## src/rtl/regbank_cmd_ctrl_if.sv

```systemverilog
// Command/response channel between an upstream requester and regbank_cmd_ctrl.
// master: the requester side; slave: the controller side.
interface regbank_cmd_ctrl_if #(
   parameter int unsigned ADDR_W = 4,
   parameter int unsigned DATA_W = 16
);

   logic              cmd_valid;
   logic              cmd_ready;
   logic              cmd_write;
   logic [ADDR_W-1:0] cmd_addr;
   logic [DATA_W-1:0] cmd_wdata;

   logic              rsp_valid;
   logic              rsp_ready;
   logic [DATA_W-1:0] rsp_rdata;
   logic              rsp_err;

   modport master (
      output cmd_valid, cmd_write, cmd_addr, cmd_wdata, rsp_ready,
      input  cmd_ready, rsp_valid, rsp_rdata, rsp_err
   );

   modport slave (
      input  cmd_valid, cmd_write, cmd_addr, cmd_wdata, rsp_ready,
      output cmd_ready, rsp_valid, rsp_rdata, rsp_err
   );

endinterface

```

## src/rtl/regbank_cmd_ctrl.sv

```systemverilog
// Upstream command controller for the 14 x 16-bit register bank.
// Takes one read/write command at a time, range-checks the address, drives the
// bank strobes, captures read data and returns one response per command.
// Optional feature macro: REGBANK_CMD_STATS_EN adds saturating write/read/error
// response counters (stat_*_cnt_o).
module regbank_cmd_ctrl #(
   parameter int unsigned NUM_REGS = 14,
   parameter int unsigned ADDR_W   = 4,
   parameter int unsigned DATA_W   = 16
`ifdef REGBANK_CMD_STATS_EN
   ,
   parameter int unsigned STAT_W   = 16
`endif
) (
   input  logic                 clk,
   input  logic                 rst,
   regbank_cmd_ctrl_if.slave    bus_io,
   output logic                 busy_o,
   output logic                 bank_write_en_o,
   output logic                 bank_read_en_o,
   output logic [ADDR_W-1:0]    bank_addr_o,
   output logic [DATA_W-1:0]    bank_data_in_o,
`ifdef REGBANK_CMD_STATS_EN
   output logic [STAT_W-1:0]    stat_wr_cnt_o,
   output logic [STAT_W-1:0]    stat_rd_cnt_o,
   output logic [STAT_W-1:0]    stat_err_cnt_o,
`endif
   input  logic [DATA_W-1:0]    bank_data_out_i
);

   typedef enum logic [2:0] {
      StIdle,
      StWr,
      StRd,
      StRdCap,
      StResp
   } state_e;

   // One extra bit so NUM_REGS == 2**ADDR_W still compares correctly.
   localparam logic [ADDR_W:0] NumRegsCmp = (ADDR_W + 1)'(NUM_REGS);

   state_e state_q, state_d;

   logic              cmd_ready_q, cmd_ready_d;
   logic              busy_q, busy_d;
   logic              bank_write_en_q, bank_write_en_d;
   logic              bank_read_en_q, bank_read_en_d;
   logic [ADDR_W-1:0] bank_addr_q, bank_addr_d;
   logic [DATA_W-1:0] bank_data_in_q, bank_data_in_d;
   logic              rsp_valid_q, rsp_valid_d;
   logic              rsp_err_q, rsp_err_d;
   logic [DATA_W-1:0] rsp_rdata_q, rsp_rdata_d;

   logic cmd_accept;
   logic addr_ok;
   logic rsp_accept;

   assign cmd_accept = (state_q == StIdle) && bus_io.cmd_valid;
   assign addr_ok    = ({1'b0, bus_io.cmd_addr} < NumRegsCmp);
   assign rsp_accept = (state_q == StResp) && bus_io.rsp_ready;

   // State register.
   always_ff @(posedge clk) begin
      if (rst) begin
         state_q <= StIdle;
      end else begin
         state_q <= state_d;
      end
   end

   // Next-state decode.
   always_comb begin
      state_d = state_q;
      unique case (state_q)
         StIdle: begin
            if (cmd_accept) begin
               if (!addr_ok) begin
                  state_d = StResp;
               end else if (bus_io.cmd_write) begin
                  state_d = StWr;
               end else begin
                  state_d = StRd;
               end
            end
         end
         StWr:    state_d = StResp;
         StRd:    state_d = StRdCap;
         StRdCap: state_d = StResp;
         StResp: begin
            if (bus_io.rsp_ready) begin
               state_d = StIdle;
            end
         end
         default: state_d = StIdle;
      endcase
   end

   // Next values of the registered outputs; strobes and flags follow the next state so
   // they are aligned with the cycle the FSM spends in that state.
   always_comb begin
      cmd_ready_d     = (state_d == StIdle);
      busy_d          = (state_d != StIdle);
      bank_write_en_d = (state_d == StWr);
      bank_read_en_d  = (state_d == StRd);
      rsp_valid_d     = (state_d == StResp);
      bank_addr_d     = bank_addr_q;
      bank_data_in_d  = bank_data_in_q;
      rsp_err_d       = rsp_err_q;
      rsp_rdata_d     = rsp_rdata_q;
      unique case (state_q)
         StIdle: begin
            if (cmd_accept) begin
               rsp_err_d   = !addr_ok;
               rsp_rdata_d = '0;
               // Erroring commands never touch the bank pins.
               if (addr_ok) begin
                  bank_addr_d = bus_io.cmd_addr;
                  if (bus_io.cmd_write) begin
                     bank_data_in_d = bus_io.cmd_wdata;
                  end
               end
            end
         end
         StRdCap: rsp_rdata_d = bank_data_out_i;
         StResp: begin
            if (rsp_accept) begin
               rsp_err_d   = 1'b0;
               rsp_rdata_d = '0;
            end
         end
         default: ;
      endcase
   end

   // Output registers.
   always_ff @(posedge clk) begin
      if (rst) begin
         cmd_ready_q     <= 1'b1;
         busy_q          <= 1'b0;
         bank_write_en_q <= 1'b0;
         bank_read_en_q  <= 1'b0;
         bank_addr_q     <= '0;
         bank_data_in_q  <= '0;
         rsp_valid_q     <= 1'b0;
         rsp_err_q       <= 1'b0;
         rsp_rdata_q     <= '0;
      end else begin
         cmd_ready_q     <= cmd_ready_d;
         busy_q          <= busy_d;
         bank_write_en_q <= bank_write_en_d;
         bank_read_en_q  <= bank_read_en_d;
         bank_addr_q     <= bank_addr_d;
         bank_data_in_q  <= bank_data_in_d;
         rsp_valid_q     <= rsp_valid_d;
         rsp_err_q       <= rsp_err_d;
         rsp_rdata_q     <= rsp_rdata_d;
      end
   end

   assign bus_io.cmd_ready = cmd_ready_q;
   assign bus_io.rsp_valid = rsp_valid_q;
   assign bus_io.rsp_err   = rsp_err_q;
   assign bus_io.rsp_rdata = rsp_rdata_q;
   assign busy_o           = busy_q;
   assign bank_write_en_o  = bank_write_en_q;
   assign bank_read_en_o   = bank_read_en_q;
   assign bank_addr_o      = bank_addr_q;
   assign bank_data_in_o   = bank_data_in_q;

`ifdef REGBANK_CMD_STATS_EN
   logic              is_wr_q;
   logic [STAT_W-1:0] stat_wr_q, stat_rd_q, stat_err_q;

   // Response statistics, counted on the response handshake and saturating at all-ones.
   always_ff @(posedge clk) begin
      if (rst) begin
         is_wr_q    <= 1'b0;
         stat_wr_q  <= '0;
         stat_rd_q  <= '0;
         stat_err_q <= '0;
      end else begin
         if (cmd_accept) begin
            is_wr_q <= bus_io.cmd_write;
         end
         if (rsp_accept) begin
            if (rsp_err_q) begin
               if (stat_err_q != '1) stat_err_q <= stat_err_q + 1'b1;
            end else if (is_wr_q) begin
               if (stat_wr_q != '1) stat_wr_q <= stat_wr_q + 1'b1;
            end else begin
               if (stat_rd_q != '1) stat_rd_q <= stat_rd_q + 1'b1;
            end
         end
      end
   end

   assign stat_wr_cnt_o  = stat_wr_q;
   assign stat_rd_cnt_o  = stat_rd_q;
   assign stat_err_cnt_o = stat_err_q;
`endif

endmodule

```

## src/flat_wrapper.sv

```systemverilog
// flat-port wrapper written by rule: the top's interface ports become plain ports
module regbank_cmd_ctrl_flat 
#(
   parameter int unsigned NUM_REGS = 14,
   parameter int unsigned ADDR_W   = 4,
   parameter int unsigned DATA_W   = 16

)
  (clk, rst, busy_o, bank_write_en_o, bank_read_en_o, bank_addr_o, bank_data_in_o, bank_data_out_i, bus_io_cmd_valid, bus_io_cmd_write, bus_io_cmd_addr, bus_io_cmd_wdata, bus_io_rsp_ready, bus_io_cmd_ready, bus_io_rsp_valid, bus_io_rsp_rdata, bus_io_rsp_err);
  regbank_cmd_ctrl_if #(.ADDR_W(ADDR_W), .DATA_W(DATA_W)) bus_io_i ();
  input  logic clk;
  input  logic rst;
  output logic busy_o;
  output logic bank_write_en_o;
  output logic bank_read_en_o;
  output logic [ADDR_W-1:0] bank_addr_o;
  output logic [DATA_W-1:0] bank_data_in_o;
  input  logic [DATA_W-1:0] bank_data_out_i;
  input wire logic [$bits(bus_io_i.cmd_valid)-1:0] bus_io_cmd_valid;
  input wire logic [$bits(bus_io_i.cmd_write)-1:0] bus_io_cmd_write;
  input wire logic [$bits(bus_io_i.cmd_addr)-1:0] bus_io_cmd_addr;
  input wire logic [$bits(bus_io_i.cmd_wdata)-1:0] bus_io_cmd_wdata;
  input wire logic [$bits(bus_io_i.rsp_ready)-1:0] bus_io_rsp_ready;
  output wire logic [$bits(bus_io_i.cmd_ready)-1:0] bus_io_cmd_ready;
  output wire logic [$bits(bus_io_i.rsp_valid)-1:0] bus_io_rsp_valid;
  output wire logic [$bits(bus_io_i.rsp_rdata)-1:0] bus_io_rsp_rdata;
  output wire logic [$bits(bus_io_i.rsp_err)-1:0] bus_io_rsp_err;
  assign bus_io_i.cmd_valid = bus_io_cmd_valid;
  assign bus_io_i.cmd_write = bus_io_cmd_write;
  assign bus_io_i.cmd_addr = bus_io_cmd_addr;
  assign bus_io_i.cmd_wdata = bus_io_cmd_wdata;
  assign bus_io_i.rsp_ready = bus_io_rsp_ready;
  assign bus_io_cmd_ready = bus_io_i.cmd_ready;
  assign bus_io_rsp_valid = bus_io_i.rsp_valid;
  assign bus_io_rsp_rdata = bus_io_i.rsp_rdata;
  assign bus_io_rsp_err = bus_io_i.rsp_err;
  regbank_cmd_ctrl #(.NUM_REGS(NUM_REGS), .ADDR_W(ADDR_W), .DATA_W(DATA_W)) u_core (.clk(clk), .rst(rst), .bus_io(bus_io_i), .busy_o(busy_o), .bank_write_en_o(bank_write_en_o), .bank_read_en_o(bank_read_en_o), .bank_addr_o(bank_addr_o), .bank_data_in_o(bank_data_in_o), .bank_data_out_i(bank_data_out_i));
endmodule
```

## config.mk

```make
export PLATFORM = sky130hd
export DESIGN_NAME = regbank_cmd_ctrl_flat
export DESIGN_NICKNAME = d
export VERILOG_FILES = /design/src/rtl/regbank_cmd_ctrl_if.sv /design/src/rtl/regbank_cmd_ctrl.sv /design/src/flat_wrapper.sv
export SDC_FILE = /design/constraint.sdc
export NUM_CORES = 1
export LEC_CHECK = 0
export ABC_AREA = 1
export CORE_ASPECT_RATIO = 0.7
export CORE_MARGIN = 10
export CORE_UTILIZATION = 39
export CTS_CLUSTER_SIZE = 8
export DETAILED_ROUTE_END_ITERATION = 10
export PLACE_DENSITY_LB_ADDON = 0.1
export SYNTH_ARGS = -nofsm -noshare
export SYNTH_HDL_FRONTEND = slang
export SYNTH_SLANG_ARGS = --single-unit
export TNS_END_PERCENT = 1
```

## constraint.sdc

```tcl
create_clock -name clk -period 2.1 [get_ports clk]
set_clock_uncertainty 0.2 [all_clocks]
set_input_delay 0.42 -clock clk [delete_from_list [all_inputs] [get_ports clk]]
set_output_delay 0.42 -clock clk [all_outputs]
set_load 0.03 [all_outputs]
```

==> flow_metrics.py, run 1 <==
metrics = {
    "route": {
        "vias_per_cell": 4.51,
        "route.vias.total": 1588,
        "ant_nets": 0,
        "post_drt_wl_per_cell_um": 13.3,
        "firstDrtPassIters": 4,
        "drcViolationCount": 0,
        "detail_route.iter0.violations": 69,
        "wl_um": 4670,
    },
    "synth": {
        "synth_warnings": 0,
        "ys_seq_area_share_pct": 54.9,
        "synth_top_family_by_area": "simple AND/OR/NAND/NOR gates",
        "synth-seq-cells": 45,
        "synth_area_mm2": 0.00164,
        "syn_nets": 255,
        "synth_compound_area_share_pct": 12.2,
        "synth_mux_area_share_pct": 0,
        "synth_simple_gate_area_share_pct": 27.1,
        "syn_inst": 214,
        "synthDistinctLibCells": 17,
        "synthAdderAreaFrac_pct": 0,
        "syn_area_per_cell_um2": 7.67,
        "synth-xor-area-share_pct": 0,
    },
    "clocking": {
        "cts_max_level": 2,
        "clk_latency_ns": 0.29,
        "cts_setup_buffers": 0,
        "cts_tree": "done",
        "clockBufferDepth": 2,
        "cts_resized": 0,
        "hold_buffers": 0,
        "clk_pin_slew_ns": 0.08,
        "clockRootBuffer": "clkbuf_8",
        "cts_sinks": 45,
        "cts_buffers": 5,
    },
    "hold_path": {
        "hold_depth": 2,
        "hp-start": "u_core.bus_io.rsp_rdata[15]$_SDFFE_PP0P_",
        "hp-class": "reg -> reg",
        "min_to": "u_core.bus_io.rsp_rdata[15]$_SDFFE_PP0P_",
    },
    "place": {
        "place_congestion": 0.706,
        "pre_cts_slack_ns": 0.108,
        "port_buffers": 82,
        "dp_hpwl_um": 3520,
    },
    "finish": {
        "diodes": 0,
        "drive_above_1_share_pct": 6.00,
        "fillers": 360,
        "final_nets": 340,
        "area_growth_pct": 60.5,
    },
    "timing": {
        "tightest_slew_ns": 0.376,
        "fmax_mhz": 508,
        "min_period_over_period_pct": 93.8,
        "final.setup.tns_ns": 0,
        "rsz0062_at_grt": "false",
        "fin_ws_ns": 0.131,
        "period_needed_ns": 1.97,
        "hold_viol": 0,
        "slew_headroom_pct": 74.8,
        "slew_viol_final": 0,
        "whs_ns": 0.264,
        "setup_violations": 0,
    },
    "critical_path": {
        "cp_slowest_cell": "clkdlybuf4s50_1",
        "cp_max_fo": 2,
        "rr_worst_depth": 5,
        "crit_path_start_kind": "register",
        "cp_slowest_stage_delay_ns": 0.70,
        "worstSetupPathType": "reg -> out",
        "cp.buffers_inverters": 1,
        "crit_family": "buffers and inverters",
        "timing.rr.end": "u_core.bus_io.rsp_rdata[0]$_SDFFE_PP0P_",
        "end_kind": "output pin",
        "crit_required_ns": 1.48,
        "cp_cell_sequence": "clkdlybuf4s50_1",
        "cp.arrival_ns": 1.35,
        "r2r_slack_ns": 0.52,
        "reg2reg_from": "u_core.state_q[0]$_SDFF_PP0_",
    },
    "global_routing": {
        "grtUsageTotal_pct": 12.3,
        "use_met3_pct": 8.14,
        "grt.busiest_layer": "met2",
        "overflow": 0,
        "grt_pass1_wl_um": 7330,
        "antenna_found_initial": 0,
        "grt.met2_usage_pct": 18.1,
        "grt_start_max_net_pins": 19,
        "grt_pass1_vias": 1481,
        "use_met1_pct": 14.4,
    },
    "pwr": {
        "peakVddDrop_mv": 0.469,
        "sequentialPowerShare_pct": 45.4,
        "p_sw_share_pct": 27.5,
        "netSwitchingPower_mw": 0.565,
        "total_power_mw": 2.06,
        "intPower_mw": 1.49,
        "power_density_mw_per_mm2": 781,
        "pwr-share-comb_pct": 21.8,
        "power_leakage_nw": 1.07,
        "clockPowerShare_pct": 32.8,
    },
    "die": {
        "initial_utilization_pct": 41.1,
        "rows": 19,
        "fp.dieArea_mm2": 0.00725,
        "io_pins": 83,
        "core-area_mm2": 0.00399,
        "die_y_um": 74.3,
        "dieWidth_um": 97.5,
    },
    "status": {
        "status": "finished, final reports clean",
    },
    "job": {
        "cap_violations": 0,
    },
}
[cell usage after synthesis]
master,n,area [um2]
a21oi_1,17,85.1
buf_1,1,3.75
buf_2,4,20.0
buf_4,1,7.51
clkbuf_1,2,7.51
dfxtp_1,45,901
inv_1,13,48.8
inv_2,2,7.51
nand2_1,43,161
nand3_1,6,30.0
nand3_2,1,10.0
nand3_4,1,17.5
nor2_1,50,188
nor2_2,1,6.26
nor2_4,2,22.5
nor3_1,2,10.0
o21ai_0,23,115
[layer usage]
layer / part of all wire, % / routed length (um) / vias to the layer above
li1: - / - / 844
met1: 44 / 2050 / 690
met2: 43 / 2000 / 47
met3: 12 / 564 / 7
met4: 1.1 / 53 / 0
met5: 0 / 0 / -
[registers in the layout, summed over array words and instances, names as in the netlist]
name	count
u_core.bank_read_en_o	1
u_core.bus_io.rsp_err	1
u_core.state_q	3
u_core.bus_io.rsp_valid	1
u_core.busy_o	1
u_core.bus_io.cmd_ready	1
u_core.bank_data_in_o	16
u_core.bank_write_en_o	1
u_core.bank_addr_o	4
u_core.bus_io.rsp_rdata	16
[logic make-up (layout without fill, tap and decap cells)]
| family | Yosys count | after routing |
|---|---|---|
| simple gates | 106 | 106 |
| flops | 45 | 45 |
| compound gates | 40 | 40 |
| buf+inv | 23 | 109 |
[power groups by stage]
stage | clock [mW] | sequential (mW) | combinational [mW]
after global placement | 0 | 0.953 | 0.451
after CTS | 0.689 | 0.936 | 0.454
after detailed placement | 0 | 0.955 | 0.451
final | 0.674 | 0.935 | 0.448
after floorplan | 0 | 1.05 | 0.141
after global routing | 0.725 | 0.943 | 0.488
[worst max-delay path by stage]
| stage | startpoint | endpoint | slack [ns] | cells past startpoint |
|---|---|---|---|---|
| after floorplan | bus_io_cmd_addr[2] | u_core.bank_data_in_o[10]$_SDFFE_PP0P_ | 0.60 | 7 |
| after global placement | bus_io_cmd_addr[3] | u_core.bank_data_in_o[8]$_SDFFE_PP0P_ | 0.12 | 7 |
| after detailed placement | bus_io_cmd_valid | u_core.bus_io.rsp_rdata[10]$_SDFFE_PP0P_ | 0.11 | 6 |
| after CTS | u_core.bank_data_in_o[15]$_SDFFE_PP0P_ | bank_data_in_o[15] | 0.12 | 1 |
| after global routing | u_core.bank_data_in_o[15]$_SDFFE_PP0P_ | bank_data_in_o[15] | 0.06 | 1 |
| final | u_core.bank_data_in_o[15]$_SDFFE_PP0P_ | bank_data_in_o[15] | 0.13 | 1 |
[layout by cell type, fill, tap and decap left out, drive strengths merged]
master	instances
inv	15
bufinv	1
a21oi	17
o21ai	23
buf	4
nand2	43
dfxtp	45
clkbuf	7
clkdlybuf4s50	82
nor2	53
nand3	8
nor3	2
[per-stage QoR]
step | area [um2] | std cells | utilization, %
final | 2640 | 352 | 66.0
after global routing | 2640 | 352 | 66.0
after CTS | 2640 | 352 | 66.0
after detailed placement | 2520 | 344 | 63.1
after global placement | 2520 | 344 | 63.1
after floorplan | 1640 | 214 | -
[layout make-up]
| type | instances | area (um2) | area share, % |
|---|---|---|---|
| tap | 52 | 65.1 | 2.47 |
| multi-input combinational | 146 | 646 | 24.5 |
| sequential | 45 | 901 | 34.2 |
| clock inverter | 1 | 30.0 | 1.14 |
| clock buffer | 7 | 86.3 | 3.28 |
| timing repair buffer | 86 | 851 | 32.3 |
| inverter | 15 | 56.3 | 2.14 |
No activity file was read; power rests on OpenSTA's default activity.
==> run 2: changes to the inputs <==
--- a/config.mk
+++ b/config.mk
@@ -7,8 +7,8 @@
 export LEC_CHECK = 0
 export ABC_AREA = 1
 export CORE_ASPECT_RATIO = 0.7
-export CORE_MARGIN = 10
-export CORE_UTILIZATION = 39
+export CORE_MARGIN = 4
+export CORE_UTILIZATION = 42
 export CTS_CLUSTER_SIZE = 8
 export DETAILED_ROUTE_END_ITERATION = 10
 export PLACE_DENSITY_LB_ADDON = 0.1
==> constraint.sdc (replaced) <==
create_clock -name clk -period 2.4 [get_ports clk]
set_clock_uncertainty 0.2 [all_clocks]
set_input_delay 0.48 -clock clk [delete_from_list [all_inputs] [get_ports clk]]
set_output_delay 0.48 -clock clk [all_outputs]
set_load 0.03 [all_outputs]
==> run 2 against run 1 <==
  * Register-to-register slack gained 0.27 ns
  * Core utilization grew 5.6 points
  * Flip-flop and latch count is the same
  * Cell area shrank 0.85%
  * Cell count shrank 1.1%
  * Count of clock-buffer cells in the layout shrank 2
  * Clock power shrank 20%
  * Setup slack gained 0.27 ns
  * Die area shrank 31%
  * First-iteration DRC count shrank 7.2%
  * Sequential power shrank 12%
  * Largest cell class unchanged
  * Highest routed layer unchanged
==> flow_metrics.py, run 2 (synthesis gave the netlist of run 1 again) <==
metrics = {
    "finish": {
        "area_growth_pct": 59.1,
        "diodes": 0,
        "stdcell_count": 348,
        "fillers": 308,
        "final_nets": 339,
        "layout_common_cells": "clkdlybuf4s50_1, nor2_1, dfxtp_1, nand2_1, o21ai_0",
        "layout_commonest_cell": "clkdlybuf4s50_1",
        "drive_above_1_share_pct": 5.70,
    },
    "clocking": {
        "clockRootBuffer": "clkbuf_8",
        "cts_sinks": 45,
        "clockBufferDepth": 2,
        "cts_tree": "done",
        "clk_pin_slew_ns": 0.08,
        "cts_max_level": 2,
        "cts_setup_buffers": 0,
        "cts_resized": 0,
        "clk_latency_ns": 0.29,
        "cts_buffers": 5,
        "hold_buffers": 0,
    },
    "critical_path": {
        "cp.buffers_inverters": 1,
        "cp_slowest_stage_delay_ns": 0.69,
        "end_kind": "output pin",
        "crit_family": "buffers and inverters",
        "cp_slowest_cell": "clkdlybuf4s50_1",
        "r2r_slack_ns": 0.79,
        "rr_worst_depth": 4,
        "cp_cell_sequence": "clkdlybuf4s50_1",
        "reg2reg_from": "u_core.state_q[0]$_SDFF_PP0_",
        "worstSetupPathType": "reg -> out",
        "cp.arrival_ns": 1.32,
        "crit_required_ns": 1.72,
        "timing.rr.end": "u_core.bus_io.rsp_rdata[14]$_SDFFE_PP0P_",
        "cp_max_fo": 2,
        "crit_path_start_kind": "register",
    },
    "hold_path": {
        "min_to": "u_core.bus_io.rsp_rdata[1]$_SDFFE_PP0P_",
        "hold_depth": 2,
        "hp-class": "reg -> reg",
        "hp-start": "u_core.bus_io.rsp_rdata[1]$_SDFFE_PP0P_",
    },
    "die": {
        "io_pins": 83,
        "fp.dieArea_mm2": 0.00499,
        "die_y_um": 60.3,
        "initial_utilization_pct": 45.0,
        "rows": 18,
        "dieWidth_um": 82.7,
        "core-area_mm2": 0.00365,
    },
    "route": {
        "detail_route.iter0.violations": 64,
        "drcViolationCount": 0,
        "wl_um": 4000,
        "ant_nets": 0,
        "firstDrtPassIters": 4,
        "post_drt_wl_per_cell_um": 11.5,
        "route.vias.total": 1583,
        "vias_per_cell": 4.55,
    },
    "timing": {
        "min_period_over_period_pct": 83.5,
        "slew_headroom_pct": 59.3,
        "whs_ns": 0.261,
        "tightest_slew_ns": 0.610,
        "slew_viol_final": 0,
        "hold_viol": 0,
        "period_needed_ns": 2.00,
        "fmax_mhz": 499,
        "setup_violations": 0,
        "rsz0062_at_grt": "false",
        "final.setup.tns_ns": 0,
    },
    "pwr": {
        "peakVddDrop_mv": 0.431,
        "power_leakage_nw": 1.06,
        "power_density_mw_per_mm2": 667,
        "total_power_mw": 1.74,
    },
    "global_routing": {
        "antenna_found_initial": 0,
        "overflow": 0,
        "grt_pass1_wl_um": 6440,
        "grt_pass1_vias": 1469,
        "grtUsageTotal_pct": 16.8,
        "grt_start_max_net_pins": 19,
    },
    "place": {
        "dp_hpwl_um": 3020,
        "dp.cells": 341,
        "port_buffers": 82,
        "place_congestion": 0.779,
    },
    "job": {
        "cap_violations": 0,
    },
    "status": {
        "status": "finished, final reports clean",
    },
}
==> run 2: changes by cell type in the layout (fill, tap and decap cells not counted) <==
cell	change
buf_4	-1
clkinv_2	+1
clkbuf_1	-1
clkbuf_8	-1
==> run 2: final cells by class <==
class                      count  area (um2)  share of cell area [%]
timing repair buffer          85         843                    32.3
clock inverter                 2        35.0                    1.34
tap                           50        62.6                    2.39
inverter                      15        56.3                    2.16
clock buffer                   5        68.8                    2.63
multi-input combinational    146         646                    24.7
sequential                    45         901                    34.5
==> run 2: metal layers <==
layer	part of all wire [%]	track usage, %	wire [um]
met2	45	25.8	1780
met4	0.78	5.59	31
met3	9.3	6.33	371
met5	0	0	0
met1	45	22.0	1810
==> run 2: power breakdown <==
part	internal [mW]	switching, mW	leakage [nW]
Sequential	0.794	0.0244	0.367
Combinational	0.171	0.215	0.641
Clock	0.303	0.234	0.0540
Total	1.27	0.474	1.06
==> run 2: worst max-delay path by stage <==
stage / endpoint / startpoint / cells past startpoint
2_1_floorplan: u_core.bank_data_in_o[10]$_SDFFE_PP0P_ / bus_io_cmd_addr[2] / 7
5_1_grt: bank_data_in_o[12] / u_core.bank_data_in_o[12]$_SDFFE_PP0P_ / 1
3_5_place_dp: u_core.bank_data_in_o[5]$_SDFFE_PP0P_ / bus_io_cmd_addr[3] / 7
4_1_cts: bus_io_rsp_rdata[15] / u_core.bus_io.rsp_rdata[15]$_SDFFE_PP0P_ / 1
3_3_place_gp: u_core.bank_data_in_o[14]$_SDFFE_PP0P_ / bus_io_cmd_addr[3] / 7
6_report: bus_io_rsp_rdata[15] / u_core.bus_io.rsp_rdata[15]$_SDFFE_PP0P_ / 1
==> run 2: per-stage QoR <==
| stage | cell area [um2] | util, % | worst slack [ns] |
|---|---|---|---|
| after floorplan | 1640 | - | 0.838 |
| after global placement | 2510 | 68.8 | 0.380 |
| after detailed placement | 2510 | 68.8 | 0.358 |
| after CTS | 2610 | 71.6 | 0.383 |
| after global routing | 2610 | 71.6 | 0.350 |
| final | 2610 | 71.6 | 0.397 |
==> run 3: changes to the inputs <==
--- a/config.mk
+++ b/config.mk
@@ -8,7 +8,7 @@
 export ABC_AREA = 1
 export CORE_ASPECT_RATIO = 0.7
 export CORE_MARGIN = 4
-export CORE_UTILIZATION = 42
+export CORE_UTILIZATION = 39
 export CTS_CLUSTER_SIZE = 8
 export DETAILED_ROUTE_END_ITERATION = 10
 export PLACE_DENSITY_LB_ADDON = 0.1
==> constraint.sdc (replaced) <==
create_clock -name clk -period 2.1 [get_ports clk]
set_clock_uncertainty 0.2 [all_clocks]
set_input_delay 0.42 -clock clk [delete_from_list [all_inputs] [get_ports clk]]
set_output_delay 0.42 -clock clk [all_outputs]
set_load 0.03 [all_outputs]
==> run 3 against run 2 <==
  * Hold slack improved by 0.0012 ns
  * Sequential power rose by 14%
  * First-iteration DRC count fell by 1.6%
  * Non-clock buffer count rose by 1
  * Cell count rose by 1.1%
  * Flip-flop and latch count did not move
  * Global-route usage fell by 0.93 points
  * Clock power fell by 6.9%
  * Setup slack got worse by 0.23 ns
  * Via count rose by 1.1%
  * Critical endpoint is now bus_io_rsp_rdata[1]
  * Critical path depth did not move
==> flow_metrics.py, run 3 (synthesis gave the netlist of run 1 again) <==
metrics = {
    "status": {
        "status": "finished, final reports clean",
    },
    "pwr": {
        "peakVddDrop_mv": 0.470,
        "power_density_mw_per_mm2": 724,
        "power_leakage_nw": 1.05,
    },
    "clocking": {
        "cts_buffers": 5,
        "clockBufferDepth": 2,
        "cts_max_level": 2,
        "cts_resized": 0,
        "cts_sinks": 45,
        "hold_buffers": 0,
        "cts_setup_buffers": 0,
        "clk_latency_ns": 0.29,
        "clk_pin_slew_ns": 0.08,
        "clockRootBuffer": "clkbuf_8",
        "cts_tree": "done",
    },
    "critical_path": {
        "r2r_slack_ns": 0.46,
        "cp_max_fo": 2,
        "cp_slowest_stage_delay_ns": 0.69,
        "reg2reg_from": "u_core.state_q[0]$_SDFF_PP0_",
        "worstSetupPathType": "reg -> out",
        "timing.rr.end": "u_core.bus_io.rsp_rdata[11]$_SDFFE_PP0P_",
        "crit_path_start_kind": "register",
        "cp.arrival_ns": 1.32,
        "rr_worst_depth": 5,
        "crit_required_ns": 1.48,
        "crit_family": "buffers and inverters",
        "cp.buffers_inverters": 1,
        "end_kind": "output pin",
        "cp_cell_sequence": "clkdlybuf4s50_1",
        "cp_slowest_cell": "clkdlybuf4s50_1",
    },
    "timing": {
        "period_needed_ns": 1.94,
        "final.setup.tns_ns": 0,
        "slew_headroom_pct": 73.4,
        "hold_viol": 0,
        "tightest_slew_ns": 0.399,
        "rsz0062_at_grt": "false",
        "fmax_mhz": 517,
        "slew_viol_final": 0,
        "setup_violations": 0,
        "min_period_over_period_pct": 92.2,
    },
    "die": {
        "core-area_mm2": 0.00399,
        "io_pins": 83,
        "rows": 19,
        "die_y_um": 62.3,
        "fp.dieArea_mm2": 0.00533,
        "initial_utilization_pct": 41.1,
        "dieWidth_um": 85.5,
    },
    "place": {
        "port_buffers": 82,
        "place_congestion": 0.757,
        "dp.cells": 344,
        "dp_hpwl_um": 3110,
    },
    "route": {
        "drcViolationCount": 0,
        "firstDrtPassIters": 4,
        "route.vias.total": 1601,
        "detail_route.iter0.violations": 63,
        "ant_nets": 0,
        "wl_um": 4260,
        "post_drt_wl_per_cell_um": 12.1,
        "vias_per_cell": 4.55,
    },
    "finish": {
        "final_nets": 340,
        "stdcell_count": 352,
        "layout_commonest_cell": "clkdlybuf4s50_1",
        "drive_above_1_share_pct": 5.33,
        "area_growth_pct": 58.3,
        "diodes": 0,
        "layout_common_cells": "clkdlybuf4s50_1, nor2_1, dfxtp_1, nand2_1, o21ai_0",
    },
    "hold_path": {
        "hold_depth": 2,
        "hp-start": "u_core.bus_io.rsp_rdata[7]$_SDFFE_PP0P_",
        "min_to": "u_core.bus_io.rsp_rdata[7]$_SDFFE_PP0P_",
        "hp-class": "reg -> reg",
    },
    "global_routing": {
        "overflow": 0,
        "grt_pass1_vias": 1489,
        "grt_start_max_net_pins": 19,
        "antenna_found_initial": 0,
        "grtUsageTotal_pct": 15.9,
        "grt_pass1_wl_um": 6860,
    },
    "job": {
        "cap_violations": 0,
    },
}
==> run 3: cell count changes in the layout (fill, tap and decap cells not counted), sizes merged <==
cell and change:
buf +1, bufinv -1, clkbuf +3, clkinv -1
==> run 3: how the worst max path moves through the flow <==
stage                                                 start                                  endpoint  slack, ns  depth (start not counted)
global placement                         bus_io_cmd_addr[3]    u_core.bank_data_in_o[15]$_SDFFE_PP0P_       0.12                          7
finish              u_core.bus_io.rsp_rdata[1]$_SDFFE_PP0P_                       bus_io_rsp_rdata[1]       0.16                          1
detailed placement                         bus_io_cmd_valid  u_core.bus_io.rsp_rdata[11]$_SDFFE_PP0P_       0.09                          6
CTS                   u_core.bank_data_in_o[7]$_SDFFE_PP0P_                         bank_data_in_o[7]       0.15                          1
global route          u_core.bank_data_in_o[7]$_SDFFE_PP0P_                         bank_data_in_o[7]        0.1                          1
floorplan                                bus_io_cmd_addr[2]    u_core.bank_data_in_o[10]$_SDFFE_PP0P_       0.60                          7
==> run 3: per-layer routing <==
layer / part of all wire (%) / vias up / track usage, %
li1: - / 841 / -
met3: 9.7 / 5 / 7.27
met5: 0 / - / 0
met1: 46 / 702 / 20.4
met4: 0.80 / 0 / 4.74
met2: 44 / 53 / 23.8
==> run 3: layout make-up <==
class                   instances  area [um2]
clock buffers                   8        80.1
fillers                       366        1400
inverters                      15        56.3
multi-input cells             146         646
flip-flops and latches         45         901
well taps                      52        65.1
repair buffers                 86         851
==> run 3: through the flow <==
step / setup WS, ns / power (mW) / hold WS (ns) / utilization [%] / cell area [um2]
after floorplan: 0.598 / 1.19 / 0.355 / - / 1640
after global placement: 0.124 / 1.40 / 0.247 / 63.1 / 2520
after detailed placement: 0.0867 / 1.40 / 0.255 / 63.1 / 2520
after CTS: 0.152 / 1.90 / 0.264 / 65.1 / 2600
after global routing: 0.0980 / 1.99 / 0.289 / 65.1 / 2600
final: 0.165 / 1.88 / 0.262 / 65.1 / 2600
==> run 3: report_power, final <==
part	switching (mW)	internal, mW
clock network	0.264	0.237
logic	0.249	0.196
registers	0.0277	0.908
